[src/rtl/frq_div_pkg.sv]
// Shared constants and helpers for the multi-channel frequency divider.
package frq_div_pkg;

    localparam int FRQ_DIV_WIDTH_DEF    = 8;
    localparam int FRQ_DIV_CHANNELS_DEF = 4;

    // Width of a channel index; a single channel still gets a 1-bit select.
    function automatic int ch_idx_w(input int n);
        return (n <= 1) ? 1 : $clog2(n);
    endfunction

endpackage

[src/rtl/frq_div_channel.sv]
// One divider channel: load register, up-counter, terminal pulse and optional square stage.
// Square stage is built only when MULTI_FRQ_DIV_SQUARE_EN is defined.
module frq_div_channel
    import frq_div_pkg::*;
#(
    parameter int WIDTH = FRQ_DIV_WIDTH_DEF
) (
    input  logic             clk,
    input  logic             rst,
    input  logic             en,
    input  logic             ld,
    input  logic [WIDTH-1:0] ld_val,
    output logic             co,
    output logic             sq
);

    logic [WIDTH-1:0] lv_q, lv_d;
    logic [WIDTH-1:0] cnt_q, cnt_d;
    logic             co_q, co_d;

    always_comb begin
        lv_d  = lv_q;
        cnt_d = cnt_q;
        co_d  = 1'b0;
        if (ld) begin
            lv_d  = ld_val;
            cnt_d = ld_val;
        end else if (en) begin
            // Terminal count reloads from lv, so lv = all-ones pulses every cycle.
            if (cnt_q == {WIDTH{1'b1}}) begin
                cnt_d = lv_q;
                co_d  = 1'b1;
            end else begin
                cnt_d = cnt_q + 1'b1;
            end
        end
    end

    always_ff @(posedge clk) begin
        if (!rst) begin
            lv_q  <= '0;
            cnt_q <= '0;
            co_q  <= 1'b0;
        end else begin
            lv_q  <= lv_d;
            cnt_q <= cnt_d;
            co_q  <= co_d;
        end
    end

    assign co = co_q;

`ifdef MULTI_FRQ_DIV_SQUARE_EN
    logic sq_q, sq_d;

    // A load freezes the square phase for that cycle.
    always_comb begin
        sq_d = ld ? sq_q : (sq_q ^ co_q);
    end

    always_ff @(posedge clk) begin
        if (!rst) begin
            sq_q <= 1'b0;
        end else begin
            sq_q <= sq_d;
        end
    end

    assign sq = sq_q;
`else
    assign sq = 1'b0;
`endif

endmodule

[src/rtl/multi_frq_div.sv]
// Multi-channel programmable divider: load decode, channel array and output mux.
// MULTI_FRQ_DIV_SQUARE_EN enables the per-channel square outputs and the sel mux leg.
module multi_frq_div
    import frq_div_pkg::*;
#(
    parameter int WIDTH    = FRQ_DIV_WIDTH_DEF,
    parameter int CHANNELS = FRQ_DIV_CHANNELS_DEF
) (
    input  logic                              clk,
    input  logic                              rst,
    input  logic                              en,
    input  logic                              ld,
    input  logic [ch_idx_w(CHANNELS)-1:0]     ld_ch,
    input  logic [WIDTH-1:0]                  ld_val,
    input  logic [ch_idx_w(CHANNELS)-1:0]     out_ch,
    input  logic                              sel,
    output logic [CHANNELS-1:0]               co,
    output logic [CHANNELS-1:0]               sq,
    output logic                              out
);

    localparam int CH_W = ch_idx_w(CHANNELS);

    logic [CHANNELS-1:0] ld_dec;

    // Out-of-range channel indices match no channel, so they load nothing.
    always_comb begin
        ld_dec = '0;
        for (int i = 0; i < CHANNELS; i++) begin
            ld_dec[i] = ld && (ld_ch == CH_W'(i));
        end
    end

    for (genvar g = 0; g < CHANNELS; g++) begin : g_ch
        frq_div_channel #(
            .WIDTH (WIDTH)
        ) u_ch (
            .clk    (clk),
            .rst    (rst),
            .en     (en),
            .ld     (ld_dec[g]),
            .ld_val (ld_val),
            .co     (co[g]),
            .sq     (sq[g])
        );
    end

`ifdef MULTI_FRQ_DIV_SQUARE_EN
    always_comb begin
        out = 1'b0;
        for (int i = 0; i < CHANNELS; i++) begin
            if (out_ch == CH_W'(i)) out = sel ? sq[i] : co[i];
        end
    end
`else
    logic sel_unused;
    assign sel_unused = sel;

    always_comb begin
        out = 1'b0;
        for (int i = 0; i < CHANNELS; i++) begin
            if (out_ch == CH_W'(i)) out = co[i];
        end
    end
`endif

endmodule

[config.mk]
export PLATFORM = sky130hd
export DESIGN_NAME = multi_frq_div
export DESIGN_NICKNAME = d
export VERILOG_FILES = /design/src/rtl/frq_div_pkg.sv /design/src/rtl/frq_div_channel.sv /design/src/rtl/multi_frq_div.sv
export SDC_FILE = /design/constraint.sdc
export NUM_CORES = 1
export LEC_CHECK = 0
export ABC_AREA = 1
export BUFFER_PORTS_ARGS = -buffer_cell sky130_fd_sc_hd__buf_2
export CAP_MARGIN = 40
export CORE_ASPECT_RATIO = 0.6
export CORE_MARGIN = 2
export CORE_UTILIZATION = 35
export DETAILED_ROUTE_END_ITERATION = 8
export HOLD_SLACK_MARGIN = 0.08
export PLACE_DENSITY = 0.53
export SLEW_MARGIN = 25
export SYNTH_ARGS = -nofsm -noshare
export SYNTH_HDL_FRONTEND = slang
export SYNTH_SLANG_ARGS = --single-unit
[constraint.sdc]
create_clock -name clk -period 2.9 [get_ports clk]
set_clock_uncertainty 0.2 [all_clocks]
set_input_delay 0.29 -clock clk [delete_from_list [all_inputs] [get_ports clk]]
set_output_delay 0.29 -clock clk [all_outputs]
set_load 0.02 [all_outputs]
==> flow_summary.json, run 1 <==
{
  "area.growth.synth_to_final_pct": 12.7,
  "fin_total_pwr_mw": 2.23,
  "start_kind": "register",
  "design_area_mm2": 0.00408,
  "grt_max_degree": 45,
  "clk_pin_slew_worst_paths_ns": 0.05,
  "cp-end-kind": "register",
  "coreArea_mm2": 0.00995,
  "ant_nets": 0,
  "setup_viol": 0,
  "power_frac_seq_pct": 45.8,
  "p_comb_share_pct": 10.7,
  "final-hold-violation-count": 0,
  "die_h_um": 82.8,
  "finalWirelength_mm": 9.68,
  "hpwl_mm": 7.02,
  "cts_resized": 0,
  "first_global_vias": 3222,
  "fin_nets": 603,
  "ys_async_sr_fraction_pct": 0,
  "rsz0062_at_grt": "false",
  "final_core_util_pct": 41.0,
  "dieArea_mm2": 0.0112,
  "cts-root-buf": "clkbuf_16",
  "grt_use_total_pct": 18.4,
  "die_x_um": 135,
  "power_density_mw_per_mm2": 546,
  "grt_pass1_wl_mm": 16.3,
  "initial_core_util_pct": 36.4,
  "rows": 28,
  "worst_ir_drop_vdd_v": 0.000325,
  "wl_per_cell_um": 13.4,
  "path_common_cell": "nand2_1",
  "clockBufferDepth": 2,
  "setup_tns_ns": 0,
  "synthFlopType": "dfxtp_1",
  "cts_tree": "built",
  "path_cells": "ha_1 > nand2_1 > nor2_2 > nand2_1 > nand2_1 > inv_1 > nand3_1 > a21oi_1",
  "drive_gt1_share_pct": 7.50,
  "final_max_slew_viol_count": 0,
  "syn_area_per_cell_um2": 6.42,
  "drt_iter0_drc": 281,
  "synth_enable_flop_cells": 0,
  "antenna_found_initial": 0,
  "drt_first_pass_iters": 5,
  "synth.top_cells.by_area": "dfxtp_1 (38%), nand2_1 (18%), a21oi_1 (8.2%), nand3_1 (7.2%), inv_1 (6.8%)",
  "clk-insertion-delay-late_ns": 0.33,
  "cts_made_buffers": 9,
  "h-tree-depth": 3,
  "synth_commonest_cells": "nand2_1 (174), dfxtp_1 (68), inv_1 (66)",
  "cp_slowest_cell": "dfxtp_1",
  "synth_top_cell_by_area": "dfxtp_1",
  "grt_overflow": 0,
  "intPower_mw": 1.66,
  "max_freq_mhz": 513,
  "critPathKind": "reg -> reg",
  "cpPeakStageDelay_ns": 0.39,
  "worstPathArrival_ns": 1.96,
  "r2r_cells": 8,
  "syn_area_mm2": 0.00362,
  "ys_types": 26,
  "detail_route.vias_per_cell": 4.90,
  "diodes": 0,
  "tightest_slew_ns": 0.514,
  "max_slew_margin_pct": 65.8,
  "swShare_pct": 25.5,
  "ys_warn_count": 0,
  "switchingPower_mw": 0.569,
  "netlist.area_leader.share_pct": 37.6,
  "netlist_instances": 564,
  "ys_seq_elements": 68,
  "gp_congestion": 0.811,
  "cp.required_ns": 2.91,
  "holdPathStages": 3,
  "cts-hold-fix-buffers": 1,
  "post_cts_buffers": 0,
  "hp-class": "in -> reg",
  "drc_errors": 0,
  "numPortBuffers": 20,
  "cap_violations": 0,
  "ioPinCount": 26,
  "layout_min_cycle_time_ns": 1.95,
  "cp_max_fo": 7,
  "status": "completed",
  "synth_seq_area_share_pct": 37.6,
  "period_share_pct": 67.2,
  "place_area_mm2": 0.00381,
  "clock-sinks": 68,
  "holdWs_ns": 0.101,
  "yosysMostFrequentCell": "nand2_1",
  "clkPwrFrac_pct": 43.6,
  "power_leakage_nw": 1.79,
  "vias": 3537
}
## worst max-delay path, delay by kind of cell (launching register included)
family | cells | cell delay [ns]
AOI/OAI and AO/OA | 1 | 0.06
adders and majority gates | 1 | 0.23
buffers and inverters | 1 | 0.10
DFF | 1 | 0.39
and+or+nand+nor | 5 | 0.85
## power groups by stage
stage / combinational, mW / sequential [mW] / clock, mW
6_report: 0.238 / 1.02 / 0.971
5_1_grt: 0.273 / 1.03 / 1.04
4_1_cts: 0.238 / 1.02 / 1.01
3_5_place_dp: 0.236 / 1.04 / 0
3_3_place_gp: 0.232 / 1.04 / 0
2_1_floorplan: 0.174 / 1.03 / 0
## kinds of logic after synthesis
logic type | after synthesis | synth area share (%)
xor gates and xnor gates | 4 | 0.967
adders and majority gates | 4 | 1.38
AOI/OAI and AO/OA | 98 | 14.2
other | 1 | 0.104
and+or+nand+nor | 299 | 35.4
DFF | 68 | 37.6
buffers and inverters | 90 | 10.4
## cell type report
type                       instances  area, um^2
fill                            1080        5870
multi-input combinational        409        1900
sequential                        68        1360
inverter                          71         267
clock buffer                      14         254
tap                              135         169
timing repair buffer              23         125
clock inverter                     2        10.0
## registers in the layout (all words and copies together) (netlist names)
| name | cells |
|---|---|
| g_ch.u_ch.co | 4 |
| g_ch.u_ch.cnt_q | 32 |
| g_ch.u_ch.lv_q | 32 |
## per-stage QoR
stage / worst slack (ns) / instances
2_1_floorplan: 1.35 / 567
3_3_place_gp: 0.876 / 705
3_5_place_dp: 0.926 / 705
4_1_cts: 0.995 / 722
5_1_grt: 0.765 / 722
6_report: 0.951 / 722
## routing by layer
metal	GRT usage, %	wire length (um)	vias up
met5	0	0	-
met3	4.03	385	4
met2	26.6	4060	70
met1	27.4	5170	1622
li1	-	-	1841
met4	4.92	60	0
## layout by cell type, fill, tap and decap left out, types with 6 or more instances in the layout
cell type | Yosys | routed
o21ai_0 | 31 | 31
clkbuf_16 | 0 | 9
nand3_1 | 52 | 52
a21oi_1 | 59 | 59
nor2_1 | 44 | 44
dfxtp_1 | 68 | 68
nand4_1 | 6 | 6
nand3b_1 | 13 | 13
nand2_1 | 174 | 174
buf_2 | 4 | 20
inv_1 | 66 | 66
## final timing paths
kind / from / to / slack, ns
setup / recovery: g_ch[1].u_ch.cnt_q[0] / g_ch[1].u_ch.cnt_q[7] / 0.95
hold reg to reg: g_ch[3].u_ch.lv_q[0] / g_ch[3].u_ch.lv_q[0] / 0.26
setup reg to reg: g_ch[1].u_ch.cnt_q[0] / g_ch[1].u_ch.cnt_q[7] / 0.95
hold / removal: ld_val[4] / g_ch[0].u_ch.lv_q[4] / 0.10
Note: power is estimated with default switching activity, not from simulation.
==> run 2, diff against run 1 <==
--- a/config.mk
+++ b/config.mk
@@ -13,7 +13,7 @@
 export CORE_UTILIZATION = 35
 export DETAILED_ROUTE_END_ITERATION = 8
 export HOLD_SLACK_MARGIN = 0.08
-export PLACE_DENSITY = 0.53
+export PLACE_DENSITY = 0.55
 export SLEW_MARGIN = 25
 export SYNTH_ARGS = -nofsm -noshare
 export SYNTH_HDL_FRONTEND = slang
==> constraint.sdc (replaced) <==
create_clock -name clk -period 1.7 [get_ports clk]
set_clock_uncertainty 0.2 [all_clocks]
set_input_delay 0.17 -clock clk [delete_from_list [all_inputs] [get_ports clk]]
set_output_delay 0.17 -clock clk [all_outputs]
set_load 0.02 [all_outputs]
==> flow_summary.json, run 2 (same netlist as run 1, synthesis figures left out) <==
{
  "clkPwrFrac_pct": 47.3,
  "drt_iter0_drc": 220,
  "swShare_pct": 25.2,
  "numPortBuffers": 20,
  "path_cells": "buf_2 > dlygate4sd3_1 > nor2_4 > nor2_1 > nand3_1 > o21ai_0 > a21oi_1",
  "coreArea_mm2": 0.00995,
  "power_leakage_nw": 2.02,
  "final-hold-violation-count": 0,
  "layout_min_cycle_time_ns": 1.60,
  "worst_ir_drop_vdd_v": 0.000463,
  "setup_tns_ns": 0,
  "clk_pin_slew_worst_paths_ns": 0.06,
  "cts-root-buf": "clkbuf_16",
  "die_h_um": 82.8,
  "cpPeakStageDelay_ns": 0.62,
  "gp_congestion": 0.826,
  "worst_slack_ns": 0.0960,
  "max_freq_mhz": 623,
  "design_area_mm2": 0.00451,
  "start_kind": "input port",
  "switchingPower_mw": 1.06,
  "intPower_mw": 3.14,
  "cp_slowest_cell": "dlygate4sd3_1",
  "pre_cts_ws_ns": 0.0377,
  "layout_commonest_cell": "nand2_1",
  "min_from": "en",
  "clock-sinks": 68,
  "cp.required_ns": 1.71,
  "worstSetupStartpoint": "ld_ch[1]",
  "final_max_slew_viol_count": 0,
  "hpwl_mm": 7.27,
  "p_comb_share_pct": 11.4,
  "diodes": 0,
  "final_cell_mix": "nand2_1 (169), inv_1 (66), dfxtp_1 (66)",
  "drt_first_pass_iters": 5,
  "h-tree-depth": 3,
  "wl_per_cell_um": 13.1,
  "cts_made_buffers": 9,
  "period_share_pct": 94.4,
  "place_area_mm2": 0.00402,
  "grt_pass1_wl_mm": 16.7,
  "rows": 28,
  "area.growth.synth_to_final_pct": 24.6,
  "ant_nets": 0,
  "power_density_mw_per_mm2": 928,
  "timing.rr.start": "g_ch[1].u_ch.cnt_q[1]",
  "die_x_um": 135,
  "final_cells": 765,
  "cp_max_fo": 10,
  "dp_cells": 733,
  "grt_use_total_pct": 18.8,
  "clockBufferDepth": 2,
  "cp-end-kind": "register",
  "vias": 3705,
  "power_frac_seq_pct": 41.2,
  "clk-insertion-delay-late_ns": 0.33,
  "detail_route.vias_per_cell": 4.84,
  "drive_gt1_share_pct": 13.8,
  "ioPinCount": 26,
  "finalWirelength_mm": 10.0,
  "setup_viol": 0,
  "hp-class": "in -> reg",
  "grt_max_degree": 24,
  "cap_violations": 0,
  "drc_errors": 0,
  "first_global_vias": 3366,
  "status": "completed",
  "antenna_found_initial": 0,
  "fin_nets": 646,
  "worstPathArrival_ns": 1.62,
  "critPathKind": "in -> reg",
  "initial_core_util_pct": 36.4,
  "grt_overflow": 0,
  "cts_tree": "built",
  "dieArea_mm2": 0.0112
}
==> run 2: repair_timing <==
action | 4_1_cts | 5_1_grt
setup buffers | 0 | 1
endpoints found under the hold margin | 33 | 0
hold buffers | 15 | 0
endpoints found under the setup margin | 0 | 26
resized for setup | 0 | 10
==> run 2: worst paths after layout <==
path | endpoint | slack, ns | cells past startpoint
worst min-delay path | g_ch[3].u_ch.co | 0.09 | 3
worst max-delay path | g_ch[1].u_ch.cnt_q[4] | 0.1 | 7
worst min register to register | g_ch[0].u_ch.lv_q[0] | 0.26 | 2
worst max register to register | g_ch[1].u_ch.cnt_q[7] | 0.14 | 8
==> run 2: power groups by stage <==
stage | Sequential (mW) | Clock [mW] | Combinational [mW]
5_1_grt | 1.74 | 2.09 | 0.547
4_1_cts | 1.72 | 2.02 | 0.476
2_1_floorplan | 1.75 | 0 | 0.296
6_report | 1.73 | 1.98 | 0.479
3_3_place_gp | 1.76 | 0 | 0.441
3_5_place_dp | 1.76 | 0 | 0.447
==> run 2: final cells by class <==
| cell class | instances | area (um^2) |
|---|---|---|
| inverters | 71 | 267 |
| repair buffers | 66 | 483 |
| flip-flops and latches | 68 | 1360 |
| well taps | 135 | 169 |
| clock inverters | 7 | 91.3 |
| fillers | 1059 | 5440 |
| clock buffers | 9 | 225 |
| multi-input cells | 409 | 1920 |
==> run 2: layer usage <==
layer / wire, um / GRT usage, % / share of wire (%)
met5: 0 / 0 / 0
met3: 469 / 4.82 / 4.7
met2: 3990 / 26.9 / 40
met4: 110 / 4.36 / 1.1
met1: 5450 / 28.0 / 54
==> run 2: critical path: cells and delay by family <==
kind	cells	cell delay, ns
and+or+nand+nor	3	0.51
buffers and inverters	2	0.76
AOI/OAI and AO/OA	2	0.17
==> run 2: metrics by stage <==
stage | util, % | power (mW) | hold slack (ns)
finish | 45.4 | 4.19 | 0.0860
CTS | 45.1 | 4.22 | 0.0984
global placement | 40.4 | 2.20 | 0.248
global route | 45.4 | 4.37 | 0.0969
detailed placement | 40.4 | 2.21 | 0.252
floorplan | - | 2.05 | 0.129
==> run 3, diff against run 2 <==
--- a/config.mk
+++ b/config.mk
@@ -13,7 +13,7 @@
 export CORE_UTILIZATION = 35
 export DETAILED_ROUTE_END_ITERATION = 8
 export HOLD_SLACK_MARGIN = 0.08
-export PLACE_DENSITY = 0.55
+export PLACE_DENSITY = 0.53
 export SLEW_MARGIN = 25
 export SYNTH_ARGS = -nofsm -noshare
 export SYNTH_HDL_FRONTEND = slang
==> constraint.sdc (replaced) <==
create_clock -name clk -period 1.58 [get_ports clk]
set_clock_uncertainty 0.2 [all_clocks]
set_input_delay 0.158 -clock clk [delete_from_list [all_inputs] [get_ports clk]]
set_output_delay 0.158 -clock clk [all_outputs]
set_load 0.02 [all_outputs]
==> flow_summary.json, run 3 (same netlist as run 1, synthesis figures left out) <==
{
  "status": "completed",
  "hp-class": "in -> reg",
  "nFillCells": 1027,
  "fin_nets": 677,
  "swShare_pct": 25.9,
  "finalWirelength_mm": 10.8,
  "intPower_mw": 3.18,
  "r2r_cells": 9,
  "holdWs_ns": 0.0890,
  "cts_made_buffers": 9,
  "cpPeakStageDelay_ns": 0.57,
  "worst_ir_drop_vdd_v": 0.000582,
  "switchingPower_mw": 1.11,
  "holdPathStages": 4,
  "period_share_pct": 99.2,
  "p_comb_share_pct": 13.9,
  "cts-root-buf": "clkbuf_16",
  "antenna_found_initial": 0,
  "dieArea_mm2": 0.0112,
  "path_common_cell": "dlygate4sd3_1",
  "gp_congestion": 0.831,
  "start_kind": "input port",
  "max_freq_mhz": 638,
  "worstPathArrival_ns": 1.59,
  "layout_commonest_cell": "nand2_1",
  "coreArea_mm2": 0.00995,
  "dp_cells": 757,
  "reg2reg_to": "g_ch[2].u_ch.cnt_q[4]",
  "cap_violations": 0,
  "final-hold-violation-count": 0,
  "area.growth.synth_to_final_pct": 32.6,
  "drive_gt1_share_pct": 20.5,
  "cp-end-kind": "register",
  "clk-insertion-delay-late_ns": 0.33,
  "grt_pass1_wl_mm": 17.5,
  "setup_viol": 0,
  "die_h_um": 82.8,
  "power_frac_seq_pct": 43.2,
  "ant_nets": 0,
  "min_to": "g_ch[1].u_ch.lv_q[6]",
  "critPathBufInv": 3,
  "cp.required_ns": 1.60,
  "first_global_vias": 3657,
  "fin_total_pwr_mw": 4.30,
  "die_x_um": 135,
  "path_delay_family": "buffers and inverters",
  "ioPinCount": 26,
  "layout_min_cycle_time_ns": 1.57,
  "numPortBuffers": 20,
  "timing.rr.start": "g_ch[2].u_ch.cnt_q[1]",
  "grt_use_total_pct": 19.8,
  "h-tree-depth": 3,
  "vias": 3860,
  "cp_slowest_cell": "dlygate4sd3_1",
  "clkPwrFrac_pct": 42.9,
  "clock-sinks": 68,
  "grt_overflow": 0,
  "min_from": "ld_ch[1]",
  "power_density_mw_per_mm2": 894,
  "final_cells": 795,
  "detail_route.vias_per_cell": 4.86,
  "drt_first_pass_iters": 4,
  "cts_tree": "built",
  "diodes": 0,
  "clockBufferDepth": 2,
  "grt_max_degree": 34,
  "final_max_slew_viol_count": 0,
  "hpwl_mm": 7.74,
  "critPathKind": "in -> reg",
  "r2r_setup_slack_ns": 0.06,
  "clk_pin_slew_worst_paths_ns": 0.05,
  "path_cells": "dlygate4sd3_1 > buf_4 > nand2_1 > dlygate4sd3_1 > a21oi_1",
  "cp.depth": 5,
  "drt_iter0_drc": 273,
  "rows": 28,
  "wl_per_cell_um": 13.5,
  "drc_errors": 0,
  "initial_core_util_pct": 36.4,
  "power_leakage_nw": 2.21,
  "cp_max_fo": 4,
  "final_cell_mix": "nand2_1 (163), inv_1 (65), dfxtp_1 (59), buf_4 (59), a21oi_1 (58)"
}
==> run 3: area by class of cell <==
class	instances	area [um^2]	share of cell area, %
clock buffer	13	260	5.42
timing repair buffer	97	729	15.2
inverter	71	267	5.55
tap	135	169	3.52
multi-input combinational	409	2000	41.6
sequential	68	1370	28.6
clock inverter	2	10.0	0.208
==> run 3: tightest hold or removal path, stage by stage <==
cell and delay (ns):
buf_2 0.16, nor2_4 0.07, nand2_1 0.11, a21oi_1 0.07
==> run 3: stage by stage <==
step / utilization, % / area (um^2) / worst slack [ns] / setup TNS, ns
CTS: 46.8 / 4650 / 0.00380 / 0
global placement: 42.2 / 4200 / -0.000988 / -0.000988
detailed placement: 42.2 / 4200 / -0.0361 / -0.0735
finish: 48.3 / 4800 / 0.0133 / 0
global route: 48.3 / 4800 / -0.0157 / -0.0157
floorplan: - / 3630 / 0.0275 / 0
==> run 3: how the worst max path moves through the flow <==
stage	to	slack (ns)	start
finish	g_ch[1].u_ch.lv_q[3]	0.01	ld_val[3]
global route	g_ch[2].u_ch.cnt_q[4]	-0.02	g_ch[2].u_ch.cnt_q[1]
CTS	g_ch[1].u_ch.cnt_q[7]	0.004	g_ch[1].u_ch.cnt_q[0]
detailed placement	g_ch[2].u_ch.cnt_q[7]	-0.04	g_ch[2].u_ch.cnt_q[0]
global placement	g_ch[2].u_ch.cnt_q[7]	-0.001	g_ch[2].u_ch.cnt_q[0]
floorplan	g_ch[2].u_ch.cnt_q[7]	0.03	g_ch[2].u_ch.cnt_q[0]
==> run 3: metal layers <==
| metal | up-vias | part of all wire [%] | GRT usage (%) |
|---|---|---|---|
| met2 | 83 | 42 | 29.4 |
| li1 | 1994 | - | - |
| met5 | - | 0 | 0 |
| met1 | 1771 | 52 | 28.5 |
| met3 | 12 | 4.9 | 4.88 |
| met4 | 0 | 1.2 | 5.68 |
==> run 3: what timing repair did <==
item,in CTS,in global routing
endpoints found under the hold margin,42,0
endpoints found under the setup margin,7,29
resized for setup,2,45
setup buffers,0,5
hold buffers,18,0
pin swaps,0,9
==> run 3: power by group through the flow <==
stage / registers, mW / clock network [mW] / logic [mW]
finish: 1.85 / 1.84 / 0.597
CTS: 1.85 / 1.88 / 0.568
detailed placement: 1.88 / 0 / 0.533
global placement: 1.88 / 0 / 0.525
floorplan: 1.89 / 0 / 0.319
global route: 1.86 / 1.96 / 0.667
